===== src/rtl/exc_commit_ctrl.sv =====
// exc_commit_ctrl
// Commit sequencer between the WB stage and the CSR file. For each valid WB
// instruction the controller decides (in the same cycle) whether it retires
// normally, raises an exception, takes a pending interrupt or executes ertn.
// Exceptions, interrupts and ertn flush the pipeline, hand a redirect PC to
// fetch and hold further commits off until the redirect has been accepted
// and the flush has drained.
module exc_commit_ctrl #(
  parameter int unsigned DRAIN_CYCLES = 2,
  parameter logic [5:0]  ECODE_INT    = 6'h0,
  parameter logic [31:0] EX_CNT_RESET = 32'h0
) (
  input  logic        clk,
  input  logic        resetn,
  input  logic        wb_valid,
  input  logic [31:0] wb_pc,
  input  logic        wb_ex_in,
  input  logic [5:0]  wb_ecode_in,
  input  logic [8:0]  wb_esubcode_in,
  input  logic [31:0] wb_vaddr_in,
  input  logic        wb_ertn,
  input  logic [12:0] csr_is,
  input  logic [12:0] csr_lie,
  input  logic        csr_ie,
  input  logic [31:0] csr_eentry,
  input  logic [31:0] csr_era,
  output logic        wb_commit,
  output logic        wb_ex,
  output logic [5:0]  wb_ecode,
  output logic [8:0]  wb_esubcode,
  output logic [31:0] wb_ex_pc,
  output logic [31:0] wb_vaddr,
  output logic        ertn_flush,
  output logic        pipe_flush,
  output logic        redirect_valid,
  output logic [31:0] redirect_pc,
  input  logic        redirect_ready,
  output logic [31:0] ex_cnt
);

  typedef enum logic [1:0] {
    ST_IDLE     = 2'd0,
    ST_REDIRECT = 2'd1,
    ST_DRAIN    = 2'd2
  } state_e;

  // A zero drain length skips the DRAIN state entirely.
  localparam logic       DRAIN_EN   = (DRAIN_CYCLES != 32'd0);
  localparam logic [3:0] DRAIN_LOAD = DRAIN_EN ? 4'(DRAIN_CYCLES - 32'd1) : 4'h0;

  // Saturating increment: the exception counter never wraps back to zero.
  function automatic logic [31:0] sat_inc(input logic [31:0] value);
    if (value == 32'hffff_ffff) begin
      sat_inc = value;
    end else begin
      sat_inc = value + 32'd1;
    end
  endfunction

  state_e      state_q, state_d;
  logic [3:0]  drain_cnt_q, drain_cnt_d;
  logic [31:0] ex_cnt_q, ex_cnt_d;
  logic [31:0] redirect_pc_q, redirect_pc_d;

  logic int_req_s;
  logic take_int_s;
  logic take_exc_s;
  logic take_ertn_s;
  logic take_ret_s;
  logic take_trap_s;
  logic take_flush_s;

  // Classify the WB instruction: interrupt beats exception beats ertn beats retire.
  always_comb begin
    int_req_s   = csr_ie & (|(csr_is & csr_lie));
    take_int_s  = 1'b0;
    take_exc_s  = 1'b0;
    take_ertn_s = 1'b0;
    take_ret_s  = 1'b0;
    if (resetn && (state_q == ST_IDLE) && wb_valid) begin
      if (int_req_s) begin
        take_int_s = 1'b1;
      end else if (wb_ex_in) begin
        take_exc_s = 1'b1;
      end else if (wb_ertn) begin
        take_ertn_s = 1'b1;
      end else begin
        take_ret_s = 1'b1;
      end
    end else begin
      take_ret_s = 1'b0;
    end
    take_trap_s  = take_int_s | take_exc_s;
    take_flush_s = take_trap_s | take_ertn_s;
  end

  // Same-cycle pulses to the CSR file and pipeline; trap payload is zero unless a trap fires.
  always_comb begin
    wb_commit   = take_ertn_s | take_ret_s;
    wb_ex       = take_trap_s;
    ertn_flush  = take_ertn_s;
    pipe_flush  = take_flush_s;
    wb_ecode    = 6'h0;
    wb_esubcode = 9'h0;
    wb_ex_pc    = 32'h0;
    wb_vaddr    = 32'h0;
    if (take_int_s) begin
      wb_ecode    = ECODE_INT;
      wb_esubcode = 9'h0;
      wb_ex_pc    = wb_pc;
      wb_vaddr    = 32'h0;
    end else if (take_exc_s) begin
      wb_ecode    = wb_ecode_in;
      wb_esubcode = wb_esubcode_in;
      wb_ex_pc    = wb_pc;
      wb_vaddr    = wb_vaddr_in;
    end else begin
      wb_ecode    = 6'h0;
    end
  end

  // Next-state logic for the redirect/drain sequencer and its bookkeeping registers.
  always_comb begin
    state_d       = state_q;
    drain_cnt_d   = drain_cnt_q;
    ex_cnt_d      = ex_cnt_q;
    redirect_pc_d = redirect_pc_q;
    case (state_q)
      ST_IDLE: begin
        if (take_flush_s) begin
          state_d = ST_REDIRECT;
          if (take_trap_s) begin
            redirect_pc_d = csr_eentry;
            ex_cnt_d      = sat_inc(ex_cnt_q);
          end else begin
            redirect_pc_d = csr_era;
          end
        end else begin
          state_d = ST_IDLE;
        end
      end
      ST_REDIRECT: begin
        if (redirect_ready) begin
          if (DRAIN_EN) begin
            state_d     = ST_DRAIN;
            drain_cnt_d = DRAIN_LOAD;
          end else begin
            state_d = ST_IDLE;
          end
        end else begin
          state_d = ST_REDIRECT;
        end
      end
      ST_DRAIN: begin
        if (drain_cnt_q == 4'd0) begin
          state_d = ST_IDLE;
        end else begin
          drain_cnt_d = drain_cnt_q - 4'd1;
        end
      end
      default: begin
        state_d     = ST_IDLE;
        drain_cnt_d = 4'd0;
      end
    endcase
  end

  // State and bookkeeping registers with synchronous active-low reset.
  always_ff @(posedge clk) begin
    if (!resetn) begin
      state_q       <= ST_IDLE;
      drain_cnt_q   <= 4'd0;
      ex_cnt_q      <= EX_CNT_RESET;
      redirect_pc_q <= 32'h0;
    end else begin
      state_q       <= state_d;
      drain_cnt_q   <= drain_cnt_d;
      ex_cnt_q      <= ex_cnt_d;
      redirect_pc_q <= redirect_pc_d;
    end
  end

  assign redirect_valid = (state_q == ST_REDIRECT);
  assign redirect_pc    = redirect_pc_q;
  assign ex_cnt         = ex_cnt_q;

endmodule


===== config.mk =====
export PLATFORM = sky130hd
export DESIGN_NAME = exc_commit_ctrl
export DESIGN_NICKNAME = d
export VERILOG_FILES = /design/src/rtl/exc_commit_ctrl.sv
export SDC_FILE = /design/constraint.sdc
export NUM_CORES = 1
export LEC_CHECK = 0
export ABC_AREA = 1
export CAP_MARGIN = 0
export CORE_AREA = 3 3 124 126
export CTS_CLUSTER_SIZE = 10
export DETAILED_ROUTE_END_ITERATION = 8
export DIE_AREA = 0 0 127 129
export GPL_TIMING_DRIVEN = 0
export PLACE_DENSITY = 0.78
export RECOVER_POWER = 100
export SYNTH_ARGS = -nofsm -noshare
export SYNTH_HDL_FRONTEND = slang
export SYNTH_SLANG_ARGS = --single-unit

===== constraint.sdc =====
create_clock -name clk -period 2 [get_ports clk]
set_input_delay 0.4 -clock clk [delete_from_list [all_inputs] [get_ports clk]]
set_output_delay 0.4 -clock clk [all_outputs]
set_load 0.01 [all_outputs]

==> results.json, run 1 <==
{
  "pwr-share-comb": 0.308,
  "ys_async_sr_fraction": 0,
  "swShare": 0.284,
  "worstSetupStartpoint": "state_q[0]$_SDFFE_PN0P_",
  "violations": "setup timing",
  "crit_family": "buffers and inverters",
  "worstPathRequired_ns": 1.60,
  "rows": 44,
  "tightestPinTransition_ns": 0.566,
  "worstSetupStartpointType": "register",
  "clock_skew_ns": 0.00796,
  "fin_util": 0.696,
  "leakage_nw": 4.57,
  "hpwl_mm": 18.2,
  "finish.net_count": 1481,
  "endpoint_kind": "primary output",
  "slew_violations": 0,
  "cts_tree": "done",
  "first_global_vias": 6714,
  "path_depth": 10,
  "rrSetupSlack_ns": 0,
  "yosysWarningCount": 0,
  "p_sw_mw": 1.33,
  "finalSetupViolCount": 81,
  "hold_violations": 0,
  "core_mm2": 0.0144,
  "ant_nets": 0,
  "syn_area_per_cell_um2": 5.60,
  "yosys_most_used_dff": "dfxtp_1",
  "grt_usage": 0.273,
  "viasPerCell": 4.96,
  "final_common_cell": "nand2_1",
  "synth_area_mm2": 0.00512,
  "worst_path_max_delay_cell": "dfxtp_2",
  "seq_power_share": 0.320,
  "fin_cells": 1488,
  "crit_type": "reg2out",
  "finalWorstSetupSlack_ns": -0.290,
  "timing.fmax_ghz": 0.437,
  "ys_seq_area_frac": 0.274,
  "grt_start_max_net_pins": 12,
  "reg2reg_to": "redirect_pc[4]$_SDFFE_PN0P_",
  "critPathMaxStageDelay_ns": 0.33,
  "gr-total-overflow": 0,
  "r2r_cells": 12,
  "path_max_fanout": 8,
  "drive_above_1_share": 0.241,
  "power_density_mw_per_mm2": 467,
  "cts_sinks": 70,
  "holdCritPathClass": "in2reg",
  "start_util": 0.355,
  "whs_path_depth": 3,
  "clock_path_buffers": 2,
  "max_cap_violations": 0,
  "drtIter0Drc": 510,
  "routedWlPerCell_um": 17.0,
  "crit_chain": "inv_2, ha_4, nand3_4, nor2_4, nand2_8, buf_12, buf_12, buf_6, nor2_2, buf_2",
  "synthCells": 915,
  "route.detailed.drc": 0,
  "gp_congestion": 0.944,
  "holdBufCountCts": 0,
  "portBuffers": 322,
  "place_worst_setup_slack_ns": -1.16,
  "num_antenna_cells": 0,
  "crit_top_cell": "buf_12",
  "wl_mm": 25.3,
  "die_w_um": 127,
  "ys_types": 27,
  "period_minus_slack_ns": 2.29,
  "cts_buffers": 9,
  "grt_antenna_before_repair": 0,
  "internal_power_mw": 3.36,
  "endpoint": "wb_vaddr[7]",
  "dr.pass1.iters": 5,
  "vdd.ir_drop.worst_uv": 411,
  "clkTransAtPathRegs_ns": 0.06,
  "rsz0062_at_grt": "yes",
  "cts_root_buf": "clkbuf_16",
  "status": "finished with violations",
  "p_clk_frac": 0.372,
  "dieArea_mm2": 0.0164,
  "ios": 324,
  "critPathArrivalTime_ns": 1.89,
  "grt_pass1_wl_mm": 35.3,
  "synth_edf_count": 0,
  "clk_latency_ns": 0.33,
  "mostFrequentLayoutCells": "nand2_1, clkdlybuf4s50_1, inv_1",
  "post-route-period-util": 1.15,
  "syn_nets": 1097,
  "fp.dieH_um": 129,
  "ys_seq_elements": 70,
  "dp_cells": 1421,
  "htreeDepth": 3,
  "power_mw": 4.69,
  "vias": 7376,
  "reg2reg_from": "state_q[0]$_SDFFE_PN0P_",
  "slew-limit-headroom": 0.623,
  "path_buf_inv": 5,
  "syn2layout_area_growth_pct": 96.0,
  "fin_setup_tns_ns": -14.88
}
[Yosys cell counts, types with 5 or more instances]
| master | n | area [um^2] |
|---|---|---|
| dfxtp_1 | 70 | 1400 |
| nand2_2 | 6 | 37.5 |
| nand3b_1 | 14 | 105 |
| xor2_1 | 13 | 114 |
| a21oi_1 | 33 | 165 |
| o21ai_0 | 5 | 25.0 |
| clkbuf_1 | 14 | 52.6 |
| ha_1 | 6 | 75.1 |
| inv_1 | 139 | 522 |
| nor2_1 | 203 | 762 |
| nand3_1 | 135 | 676 |
| buf_1 | 9 | 33.8 |
| nand2_1 | 223 | 837 |
| buf_2 | 18 | 90.1 |
[cell type report]
| type | count | area [um^2] |
|---|---|---|
| Buffer | 41 | 344 |
| Inverter | 141 | 534 |
| Sequential cell | 70 | 1410 |
| Clock inverter | 3 | 67.6 |
| Multi-Input combinational cell | 658 | 3540 |
| Tap cell | 184 | 230 |
| Fill cell | 1192 | 4390 |
| Timing Repair Buffer | 378 | 3660 |
| Clock buffer | 13 | 250 |
[metrics by stage]
| step | area, um^2 | hold slack, ns |
|---|---|---|
| 2_1_floorplan | 5120 | 0.478 |
| 3_3_place_gp | 8570 | 0.486 |
| 3_5_place_dp | 8570 | 0.484 |
| 6_report | 10000 | 0.427 |
| 5_1_grt | 10000 | 0.447 |
| 4_1_cts | 9340 | 0.419 |
[what timing repair did]
| item | in CTS | in global routing |
|---|---|---|
| cloned | 6 | 2 |
| gates resized for setup | 445 | 258 |
| endpoints found under the hold margin | 0 | 0 |
| pin swaps | 32 | 37 |
| buffers inserted | 31 | 20 |
| setup endpoints to repair | 144 | 131 |
[per-layer routing]
metal | wire length [um] | vias up | global-route usage
met4 | 728 | 0 | 0.0789
met2 | 12600 | 356 | 0.483
met1 | 9920 | 3398 | 0.322
li1 | - | 3571 | -
met5 | 0 | - | 0
met3 | 2150 | 51 | 0.0785
[worst min path at each step]
stage | slack, ns | endpoint | from
detailed placement | 0.48 | ex_cnt[31]$_SDFFE_PN0P_ | ex_cnt[31]$_SDFFE_PN0P_
floorplan | 0.48 | drain_cnt_q[1]$_SDFFE_PN0P_ | drain_cnt_q[1]$_SDFFE_PN0P_
global route | 0.45 | redirect_pc[9]$_SDFFE_PN0P_ | resetn
global placement | 0.49 | ex_cnt[31]$_SDFFE_PN0P_ | ex_cnt[31]$_SDFFE_PN0P_
finish | 0.43 | redirect_pc[9]$_SDFFE_PN0P_ | resetn
CTS | 0.42 | redirect_pc[10]$_SDFFE_PN0P_ | resetn
[power groups by stage]
stage / sequential (mW) / combinational [mW] / clock (mW)
CTS: 1.50 / 1.27 / 1.75
finish: 1.50 / 1.44 / 1.74
global route: 1.51 / 1.55 / 1.82
floorplan: 1.55 / 0.459 / 0
global placement: 1.53 / 1.16 / 0
detailed placement: 1.53 / 1.17 / 0
[logic make-up after synthesis]
logic type / after synthesis / share of synthesized area
compound gates: 42 / 0.0432
simple gates: 594 / 0.494
fa+ha+maj: 6 / 0.0147
xor+xnor: 16 / 0.0274
flops: 70 / 0.274
buf+inv: 187 / 0.147
[worst register-to-register path: cells and delay by family (launching register included)]
family	cells	cell delay, ns
buf+inv	5	0.74
simple gates	6	0.69
flops	1	0.33
fa+ha+maj	1	0.18
[sequential cells by signal, indices dropped and copies added, names as in the netlist]
| signal | cells |
|---|---|
| redirect_pc | 32 |
| state_q | 2 |
| drain_cnt_q | 4 |
| ex_cnt | 32 |
(Power assumes the default switching activity.)
==> run 2, diff against run 1 <==
--- a/config.mk
+++ b/config.mk
@@ -6,7 +6,7 @@
 export NUM_CORES = 1
 export LEC_CHECK = 0
 export ABC_AREA = 1
-export CAP_MARGIN = 0
+export CAP_MARGIN = 20
 export CORE_AREA = 3 3 124 126
 export CTS_CLUSTER_SIZE = 10
 export DETAILED_ROUTE_END_ITERATION = 8
==> results of run 2 <==
Final layout, timing and power as in run 1 (identical DEF).
